`src/rtl/scr1_dmem_wbuf_pkg.sv`:
```
// Memory-interface types and defaults shared by the data-memory write buffer.
// The SCR1_DMEM_WBUF_ERRRESP_EN build option affects only scr1_dmem_wbuf.sv.
package scr1_dmem_wbuf_pkg;

    typedef enum logic {
        SCR1_MEM_CMD_RD = 1'b0,
        SCR1_MEM_CMD_WR = 1'b1
    } type_scr1_mem_cmd_e;

    typedef enum logic [1:0] {
        SCR1_MEM_WIDTH_BYTE  = 2'b00,
        SCR1_MEM_WIDTH_HWORD = 2'b01,
        SCR1_MEM_WIDTH_WORD  = 2'b10
    } type_scr1_mem_width_e;

    typedef enum logic [1:0] {
        SCR1_MEM_RESP_NOTRDY = 2'b00,
        SCR1_MEM_RESP_RDY_OK = 2'b01,
        SCR1_MEM_RESP_RDY_ER = 2'b10
    } type_scr1_mem_resp_e;

    typedef struct packed {
        type_scr1_mem_cmd_e   cmd;
        type_scr1_mem_width_e width;
        logic [31:0]          addr;
        logic [31:0]          wdata;
    } type_scr1_wbuf_entry_s;

    localparam int SCR1_WBUF_DEPTH_DFLT = 4;
    localparam int SCR1_WBUF_OUTST_DFLT = 2;
    localparam int SCR1_WBUF_ENTRY_W    = $bits(type_scr1_wbuf_entry_s);

endpackage

```
`src/rtl/scr1_dmem_wbuf_fifo.sv`:
```
// Synchronous FIFO with occupancy count; DEPTH must be a power of two, at least 2.
// Pointers wrap naturally, so full/empty are taken from the count.
module scr1_wbuf_fifo #(
    parameter int DEPTH = 4,
    parameter int WIDTH = 8
) (
    input  logic                     clk,
    input  logic                     rst,
    input  logic                     push,
    input  logic [WIDTH-1:0]         din,
    input  logic                     pop,
    output logic [WIDTH-1:0]         dout,
    output logic                     full,
    output logic                     empty,
    output logic [$clog2(DEPTH):0]   cnt
);

    localparam int PW = $clog2(DEPTH);
    localparam int CW = PW + 1;

    logic [WIDTH-1:0] mem [DEPTH];
    logic [PW-1:0]    wr_ptr;
    logic [PW-1:0]    rd_ptr;
    logic [CW-1:0]    cnt_r;
    logic             do_push;
    logic             do_pop;

    assign full    = (cnt_r == CW'(DEPTH));
    assign empty   = (cnt_r == '0);
    assign cnt     = cnt_r;
    assign dout    = mem[rd_ptr];
    assign do_push = push & ~full;
    assign do_pop  = pop & ~empty;

    always_ff @(posedge clk) begin
        if (rst) begin
            wr_ptr <= '0;
            rd_ptr <= '0;
            cnt_r  <= '0;
        end else begin
            if (do_push) begin
                mem[wr_ptr] <= din;
                wr_ptr      <= wr_ptr + PW'(1);
            end
            if (do_pop) begin
                rd_ptr <= rd_ptr + PW'(1);
            end
            cnt_r <= cnt_r + CW'(do_push) - CW'(do_pop);
        end
    end

endmodule

```
`src/rtl/scr1_dmem_wbuf.sv`:
```
// Posted-write buffer between the LSU data port and the data-memory bridge.
// Define SCR1_DMEM_WBUF_ERRRESP_EN to report a posted-write error on the next load.
module scr1_dmem_wbuf
    import scr1_dmem_wbuf_pkg::*;
#(
    parameter int SCR1_WBUF_DEPTH = SCR1_WBUF_DEPTH_DFLT,
    parameter int SCR1_WBUF_OUTST = SCR1_WBUF_OUTST_DFLT
) (
    input  logic                 clk,
    input  logic                 rst,
    output logic                 core_req_ack,
    input  logic                 core_req,
    input  type_scr1_mem_cmd_e   core_cmd,
    input  type_scr1_mem_width_e core_width,
    input  logic [31:0]          core_addr,
    input  logic [31:0]          core_wdata,
    output logic [31:0]          core_rdata,
    output type_scr1_mem_resp_e  core_resp,
    input  logic                 mem_req_ack,
    output logic                 mem_req,
    output type_scr1_mem_cmd_e   mem_cmd,
    output type_scr1_mem_width_e mem_width,
    output logic [31:0]          mem_addr,
    output logic [31:0]          mem_wdata,
    input  logic [31:0]          mem_rdata,
    input  type_scr1_mem_resp_e  mem_resp,
    output logic                 wbuf_idle,
    output logic                 wbuf_wr_err
);

    localparam int RCW = $clog2(SCR1_WBUF_DEPTH) + 1;
    localparam int OCW = $clog2(SCR1_WBUF_OUTST) + 1;
    localparam logic [OCW-1:0] OUTST_MAX = OCW'(SCR1_WBUF_OUTST);

    type_scr1_wbuf_entry_s         push_entry;
    type_scr1_wbuf_entry_s         head;
    logic [SCR1_WBUF_ENTRY_W-1:0]  head_bits;
    logic                          req_full;
    logic                          req_empty;
    logic [RCW-1:0]                req_cnt;
    logic                          push;
    logic                          pop;

    logic                          tag_din;
    logic                          tag_dout;
    logic                          tag_full;
    logic                          tag_empty;
    logic [OCW-1:0]                outst_cnt;
    logic                          tag_pop;
    logic                          rd_resp;
    logic                          wr_resp;

    logic                          rd_pend;
    logic                          wr_ack_r;
    logic                          unused_sig;

    assign push_entry   = '{cmd: core_cmd, width: core_width, addr: core_addr, wdata: core_wdata};
    assign head         = type_scr1_wbuf_entry_s'(head_bits);
    assign core_req_ack = ~req_full & ~rd_pend;
    assign push         = core_req & core_req_ack;

    assign mem_req   = ~req_empty & (outst_cnt < OUTST_MAX);
    assign mem_cmd   = head.cmd;
    assign mem_width = head.width;
    assign mem_addr  = head.addr;
    assign mem_wdata = head.wdata;
    assign pop       = mem_req & mem_req_ack;

    // The tag FIFO occupancy is the number of accepted-but-unanswered requests.
    assign tag_din   = head.cmd;
    assign tag_pop   = (mem_resp != SCR1_MEM_RESP_NOTRDY) & ~tag_empty;
    assign rd_resp   = tag_pop & (tag_dout == SCR1_MEM_CMD_RD);
    assign wr_resp   = tag_pop & (tag_dout == SCR1_MEM_CMD_WR);
    assign wbuf_idle = req_empty & (outst_cnt == '0);

    assign unused_sig = ^{req_cnt, tag_full};

    scr1_wbuf_fifo #(
        .DEPTH (SCR1_WBUF_DEPTH),
        .WIDTH (SCR1_WBUF_ENTRY_W)
    ) i_req_fifo (
        .clk   (clk),
        .rst   (rst),
        .push  (push),
        .din   (push_entry),
        .pop   (pop),
        .dout  (head_bits),
        .full  (req_full),
        .empty (req_empty),
        .cnt   (req_cnt)
    );

    scr1_wbuf_fifo #(
        .DEPTH (SCR1_WBUF_OUTST),
        .WIDTH (1)
    ) i_tag_fifo (
        .clk   (clk),
        .rst   (rst),
        .push  (pop),
        .din   (tag_din),
        .pop   (tag_pop),
        .dout  (tag_dout),
        .full  (tag_full),
        .empty (tag_empty),
        .cnt   (outst_cnt)
    );

    always_comb begin
        core_resp  = SCR1_MEM_RESP_NOTRDY;
        core_rdata = '0;
        if (rd_resp) begin
            core_resp  = mem_resp;
            core_rdata = mem_rdata;
`ifdef SCR1_DMEM_WBUF_ERRRESP_EN
            if (wbuf_wr_err) begin
                core_resp = SCR1_MEM_RESP_RDY_ER;
            end
`endif
        end else if (wr_ack_r) begin
            core_resp = SCR1_MEM_RESP_RDY_OK;
        end
    end

    always_ff @(posedge clk) begin
        if (rst) begin
            rd_pend     <= 1'b0;
            wr_ack_r    <= 1'b0;
            wbuf_wr_err <= 1'b0;
        end else begin
            wr_ack_r <= push & (core_cmd == SCR1_MEM_CMD_WR);
            if (push & (core_cmd == SCR1_MEM_CMD_RD)) begin
                rd_pend <= 1'b1;
            end else if (rd_resp) begin
                rd_pend <= 1'b0;
            end
            if (wr_resp & (mem_resp == SCR1_MEM_RESP_RDY_ER)) begin
                wbuf_wr_err <= 1'b1;
            end
`ifdef SCR1_DMEM_WBUF_ERRRESP_EN
            else if (rd_resp) begin
                wbuf_wr_err <= 1'b0;
            end
`endif
        end
    end

    // A response with nothing outstanding means the bridge broke protocol.
    a_resp_has_tag: assert property (@(posedge clk) disable iff (rst)
        (mem_resp != SCR1_MEM_RESP_NOTRDY) |-> !tag_empty);

endmodule

```
`config.mk`:
```
export PLATFORM = sky130hd
export DESIGN_NAME = scr1_dmem_wbuf
export DESIGN_NICKNAME = d
export VERILOG_FILES = /design/src/rtl/scr1_dmem_wbuf_pkg.sv /design/src/rtl/scr1_dmem_wbuf_fifo.sv /design/src/rtl/scr1_dmem_wbuf.sv
export SDC_FILE = /design/constraint.sdc
export NUM_CORES = 1
export LEC_CHECK = 0
export BUFFER_PORTS_ARGS = -buffer_cell sky130_fd_sc_hd__buf_4
export CAP_MARGIN = 20
export CORE_MARGIN = 2
export CORE_UTILIZATION = 50
export DETAILED_ROUTE_END_ITERATION = 6
export PLACE_DENSITY = 0.76
export SLEW_MARGIN = 40
export SYNTH_ARGS = -nofsm -noshare
export SYNTH_HDL_FRONTEND = slang
export SYNTH_SLANG_ARGS = --single-unit
```
`constraint.sdc`:
```
create_clock -name clk -period 2.7 [get_ports clk]
set_input_delay 0.405 -clock clk [delete_from_list [all_inputs] [get_ports clk]]
set_output_delay 0.405 -clock clk [all_outputs]
set_load 0.01 [all_outputs]
```
### Yosys cells after proc, flatten, opt, wreduce, memory -nomap -nowiden

Memory sizes are Yosys's and may differ from the RTL's. A register that Yosys moved wholly into a read port is not among the register bits.
Cells that the tools add are included.
Widths: inputs -> output; s select.

| word-level totals | value |
|---|---|
| register bits | 14 |
| memory bits (writable) | 270 |
| bits of input ports | 105 |
| output and inout bits | 105 |
| memories | 2 |

| operators by class | value |
|---|---|
| add/subtract/negate cells | 8 |
| order comparisons | 1 |
| equal/unequal tests | 3 |
| mux-type cells | 15 |
| bitwise gates (word level) | 22 |
| reduce and logical (&&, ||, !) cells | 4 |

Memory list:

| name | words | width | rd ports | clocked after Yosys merged registers in | write ports | line | text |
|---|---|---|---|---|---|---|---|
| i_req_fifo.mem | 4 | 67 | 1 | 1 | 1 | scr1_dmem_wbuf_fifo.sv:21 | `logic [WIDTH-1:0] mem [DEPTH];` |
| i_tag_fifo.mem | 2 | 1 | 1 | 1 | 1 | scr1_dmem_wbuf_fifo.sv:21 |  |

Operator list:

| operator | number |
|---|---|
| $mux 32 | 1 |
| $and 1x1->1 | 15 |
| $mux 1 | 11 |
| $not 1->1 | 7 |
| $mux 2 | 3 |
| $add 2x1->2 const B | 2 |
| $eq 2x2->1 const B | 2 |
| $reduce_bool 2->1 | 2 |
| $add 3x1->3 | 1 |
| $eq 3x3->1 const B | 1 |
| $logic_not 3->1 | 1 |
| $sub 3x1->3 | 1 |
| $add 1x1->1 const B | 2 |
| $add 2x1->2 | 1 |
| $logic_not 2->1 | 1 |
| $lt 2x2->1 const B | 1 |
| $sub 2x1->2 | 1 |

### Logic depth before layout (Yosys ltp)

| depth | value |
|---|---|
| depth in word-level cells | 8 |
| depth in mapped cells | 10 |

### Hierarchy

A second synthesis with hierarchy kept.

| second synthesis, totals | value |
|---|---|
| cell total of the unflattened synthesis | 484 |
| area total of the unflattened synthesis | 10929.2 um^2 |

Modules (own cells, without submodules):

| module | times used | cells an instance | area an instance (um^2) |
|---|---|---|---|
| scr1_wbuf_fifo (i_req_fifo) | 1 | 401 | 10179.8 |
| scr1_dmem_wbuf | 1 | 55 | 424.2 |
| scr1_wbuf_fifo (i_tag_fifo) | 1 | 28 | 325.3 |

### Least setup slack after synthesis

No wires, ideal clock.

| timing path | value |
|---|---|
| path kind | reg-to-reg |
| start | reg i_req_fifo.cnt_r[2] (netlist: i_req_fifo.cnt[2]) |
| end | mem i_req_fifo.mem[2][0] in the netlist's numbering, enable pin |
| library setup time | 0.432 ns |
| data arrival time | 2.439 ns |
| slack | -0.172 ns |
| cell stages (with the launch flop) | 4 |
| buffers on the path | 0 |
| clock period less this slack | 2.872 ns |
| cells stage by stage | dfxtp_1 -> nor3b_2 -> nor4b_2 -> and2_1 |

| between the ends | value |
|---|---|
| word-level cells in the longest chain between the ends | 8 |

Ends and longest elaborated chain:

| element | line | text |
|---|---|---|
| start, declared | scr1_dmem_wbuf_fifo.sv:24 | `logic [CW-1:0] cnt_r;` |
| start signal, assigned | scr1_dmem_wbuf_fifo.sv:48 | `cnt_r <= cnt_r + CW'(do_push) - CW'(do_pop);` |
| $eq 3x3->1 (*) | scr1_dmem_wbuf_fifo.sv:28 | `assign full = (cnt_r == CW'(DEPTH));` |
| $not 1->1 (*) | scr1_dmem_wbuf_fifo.sv:32, scr1_dmem_wbuf.sv:59 |  |
| $and 1x1->1 | scr1_dmem_wbuf.sv:59 | `assign core_req_ack = ~req_full & ~rd_pend;` |
| $and 1x1->1 | scr1_dmem_wbuf.sv:60 | `assign push = core_req & core_req_ack;` |
| $and 1x1->1 (*) | scr1_dmem_wbuf_fifo.sv:32 | `assign do_push = push & ~full;` |
| $mux 1 (*) | scr1_dmem_wbuf_fifo.sv:41 | `if (do_push) begin` |
| $mux 1 (*) | scr1_dmem_wbuf_fifo.sv:36 | `if (rst) begin` |
| $mux 1 (implied by the code) (*) | scr1_dmem_wbuf_fifo.sv:42 | `mem[wr_ptr] <= din;` |
| end, declared | scr1_dmem_wbuf_fifo.sv:21 |  |

Mark *: on every way between the ends. The rest lies on a longest branch, timed or not.

==> results by group <==
Timing
  – Slew HR: 0.665
  – Fmax: 404 MHz
  – Slew at the pin with the worst max-slew slack: 0.501 ns
  – Skew final: 0.0229 ns
  – Final worst setup slack: 0.224 ns
  – Fin crit period: 2.48 ns
  – Fin. max-slew vios: 0
  – Hold slack final: 0.0588 ns
  – Period utilization: 0.917
  – Final Hold Vio Count: 0
  – Setup_tns: 0 ns
  – Final setup fails: 0
  – RSZ-0062 raised after global routing: false

Detailed routing
  – Initial DRC Count: 346
  – WL per Instance: 20.8 um
  – Via density: 5.38
  – Drt pass-1 iters: 4
  – Post-route ant nets: 0
  – DRC: 0
  – Via count: 5481
  – Routed wire length: 21.2 mm

CTS
  – CTS Buf Count: 29
  – Skew-Pair Late Insertion Delay: 0.54 ns
  – CTS tree: done
  – H-tree Lvls: 1
  – Clock slew at reported path FFs: 0.06 ns
  – Root Driver: clkbuf_16
  – Clk sinks: 287
  – Clock buffer depth: 3
  – Post-CTS sizing: 0

Final layout
  – ANT cells: 0
  – Final Non-Filler Cells: 1019
  – Most frequent cells in the layout: edfxtp_1, buf_4, mux4_2
  – Most common cell after layout, fill and taps aside: edfxtp_1
  – Layout area overhead: 27.9%
  – Layout cell share with drive strength beyond 1: 0.478
  – Post-route cell area: 13900 um2
  – Final #Nets: 830
  – Fin util: 0.645

Placed design
  – Port buffer count: 209
  – Placed inst area: 12800 um2
  – Pre-CTS worst setup slack: 0.466 ns
  – Hpwl dp: 13.6 mm
  – Placed insts: 963
  – RePlAce Congestion: 0.872

Die
  – Core area: 21600 um2
  – IO Count: 210
  – Rows: 54
  – Die Ht: 152 um
  – Die area: 23000 um2
  – Die X: 152 um
  – Initial core utilization: 0.504

GRT
  – Initial antenna violation count: 0
  – Vias in the first global route: 5969
  – GRT Overall Usage: 0.187
  – First-pass GRT wire length: 32.4 mm
  – Total congestion overflow: 0
  – Largest net degree at the start of global routing: 68

Synthesis
  – Area of the mapped netlist: 10900 um2
  – Synth top area cells: edfxtp_1, mux4_2, dfxtp_1, and2_1, ha_1
  – Main synth FF type: edfxtp_1
  – Number of synthesized register bits: 287
  – Synth area leader: edfxtp_1
  – EDFF count, synth: 270
  – Post-Syn Nets: 599
  – Synth top area share: 0.744
  – Synth cell types: 40
  – Synth Warn #: 0
  – Async S/R FF share, synth: 0
  – Synth Area per Inst: 22.5 um2
  – Cells after synthesis: 485
  – Sequential share of the synthesized area: 0.775

Power and ir drop
  – Pleak: 4.92 nW
  – Power per cell area: 915 nW/um2
  – Total chip power: 12.8 mW
  – VDD IR-drop max: 466 uV

Critical path
  – Crit path DAT: 2.07 ns
  – Crit path required time: 2.30 ns
  – CP Launch Type: register
  – CP peak stage delay: 0.61 ns
  – WS Path Type: reg -> out
  – CP max-delay cell: dfxtp_4
  – CP Capture Type: primary output
  – Worst path cell trace: buf_12 -> mux4_2 -> buf_4
  – Max FO, Critical Path: 41

Min path
  – Worst hold path type: in -> reg

Run status
  – Status: finished, final reports clean

Run
  – Total of max-cap violations: 0
cell type report:
| type | count | area, um2 |
|---|---|---|
| Timing Repair Buffer | 221 | 1750 |
| Fill cell | 1471 | 7680 |
| Multi-Input combinational cell | 167 | 2250 |
| Tap cell | 280 | 350 |
| Clock inverter | 23 | 360 |
| Clock buffer | 31 | 733 |
| Sequential cell | 287 | 8460 |
| Inverter | 10 | 37.5 |
path summary, 6_finish.rpt:
path              cells after the start         startpoint  slack [ns]                     to
setup / recovery                      3           register        0.22           mem_wdata[2]
hold / removal                        1     core_wdata[31]        0.06  i_req_fifo.mem[1][31]
setup reg to reg                      9  i_req_fifo.cnt[1]        0.48      i_req_fifo.cnt[2]
hold reg to reg                       2        wbuf_wr_err        0.46            wbuf_wr_err
timing repair:
action                     4_1_cts  5_1_grt
setup buffers                    0        2
hold buffers                     0        0
setup endpoints to repair        0        4
kinds of logic after synthesis:
kind of cell | count (synthesis) | synth area share
XOR/XNOR | 4 | 0.00321
AO/OA/AOI/OAI | 10 | 0.00608
buffers and inverters | 31 | 0.0192
flip-flops | 287 | 0.775
multiplexers | 72 | 0.144
adder cells (fa/ha/maj) | 9 | 0.0110
AND/OR/NAND/NOR | 72 | 0.0416
power by group:
group / total (mW) / internal (mW) / switching (mW)
Combinational: 2.92 / 1.59 / 1.33
Clock: 4.47 / 2.84 / 1.63
Sequential: 5.37 / 5.21 / 0.158
worst max-delay path: cells and delay by family, from the launching register on:
family / cells / cell delay (ns)
DFF: 1 / 0.61
buffers and inverters: 2 / 0.46
muxes: 1 / 0.39
routing by layer:
layer  global-route usage  vias up  routed length [um]
met5                    0        -                   0
met4               0.0569        0                 468
met2                0.328      242               10900
met3               0.0374       32                1740
li1                     -     2438                   -
met1                0.236     2769                8070
Yosys cell counts (3+ instances only):
library cell and n:
buf_4 3, nand2b_1 5, buf_2 6, buf_12 4, and2_1 38, dfxtp_1 17
nor2_1 13, mux4_2 67, buf_1 3, nor2b_1 4, clkbuf_1 3, inv_1 10
o21ai_0 4, ha_1 8, edfxtp_1 270
registers in the layout (all words and copies together) (netlist names), named ones only:
| name | flops |
|---|---|
| i_req_fifo.mem | 268 |
| i_tag_fifo.mem | 2 |
| i_tag_fifo.rd_ptr | 1 |
| i_req_fifo.wr_ptr | 2 |
| i_req_fifo.rd_ptr | 2 |
| wr_ack_r | 1 |
| i_tag_fifo.cnt | 2 |
| wbuf_wr_err | 1 |
| rd_pend | 1 |
| i_tag_fifo.wr_ptr | 1 |
| i_req_fifo.cnt | 3 |
Note: power is estimated with default switching activity, not from simulation.
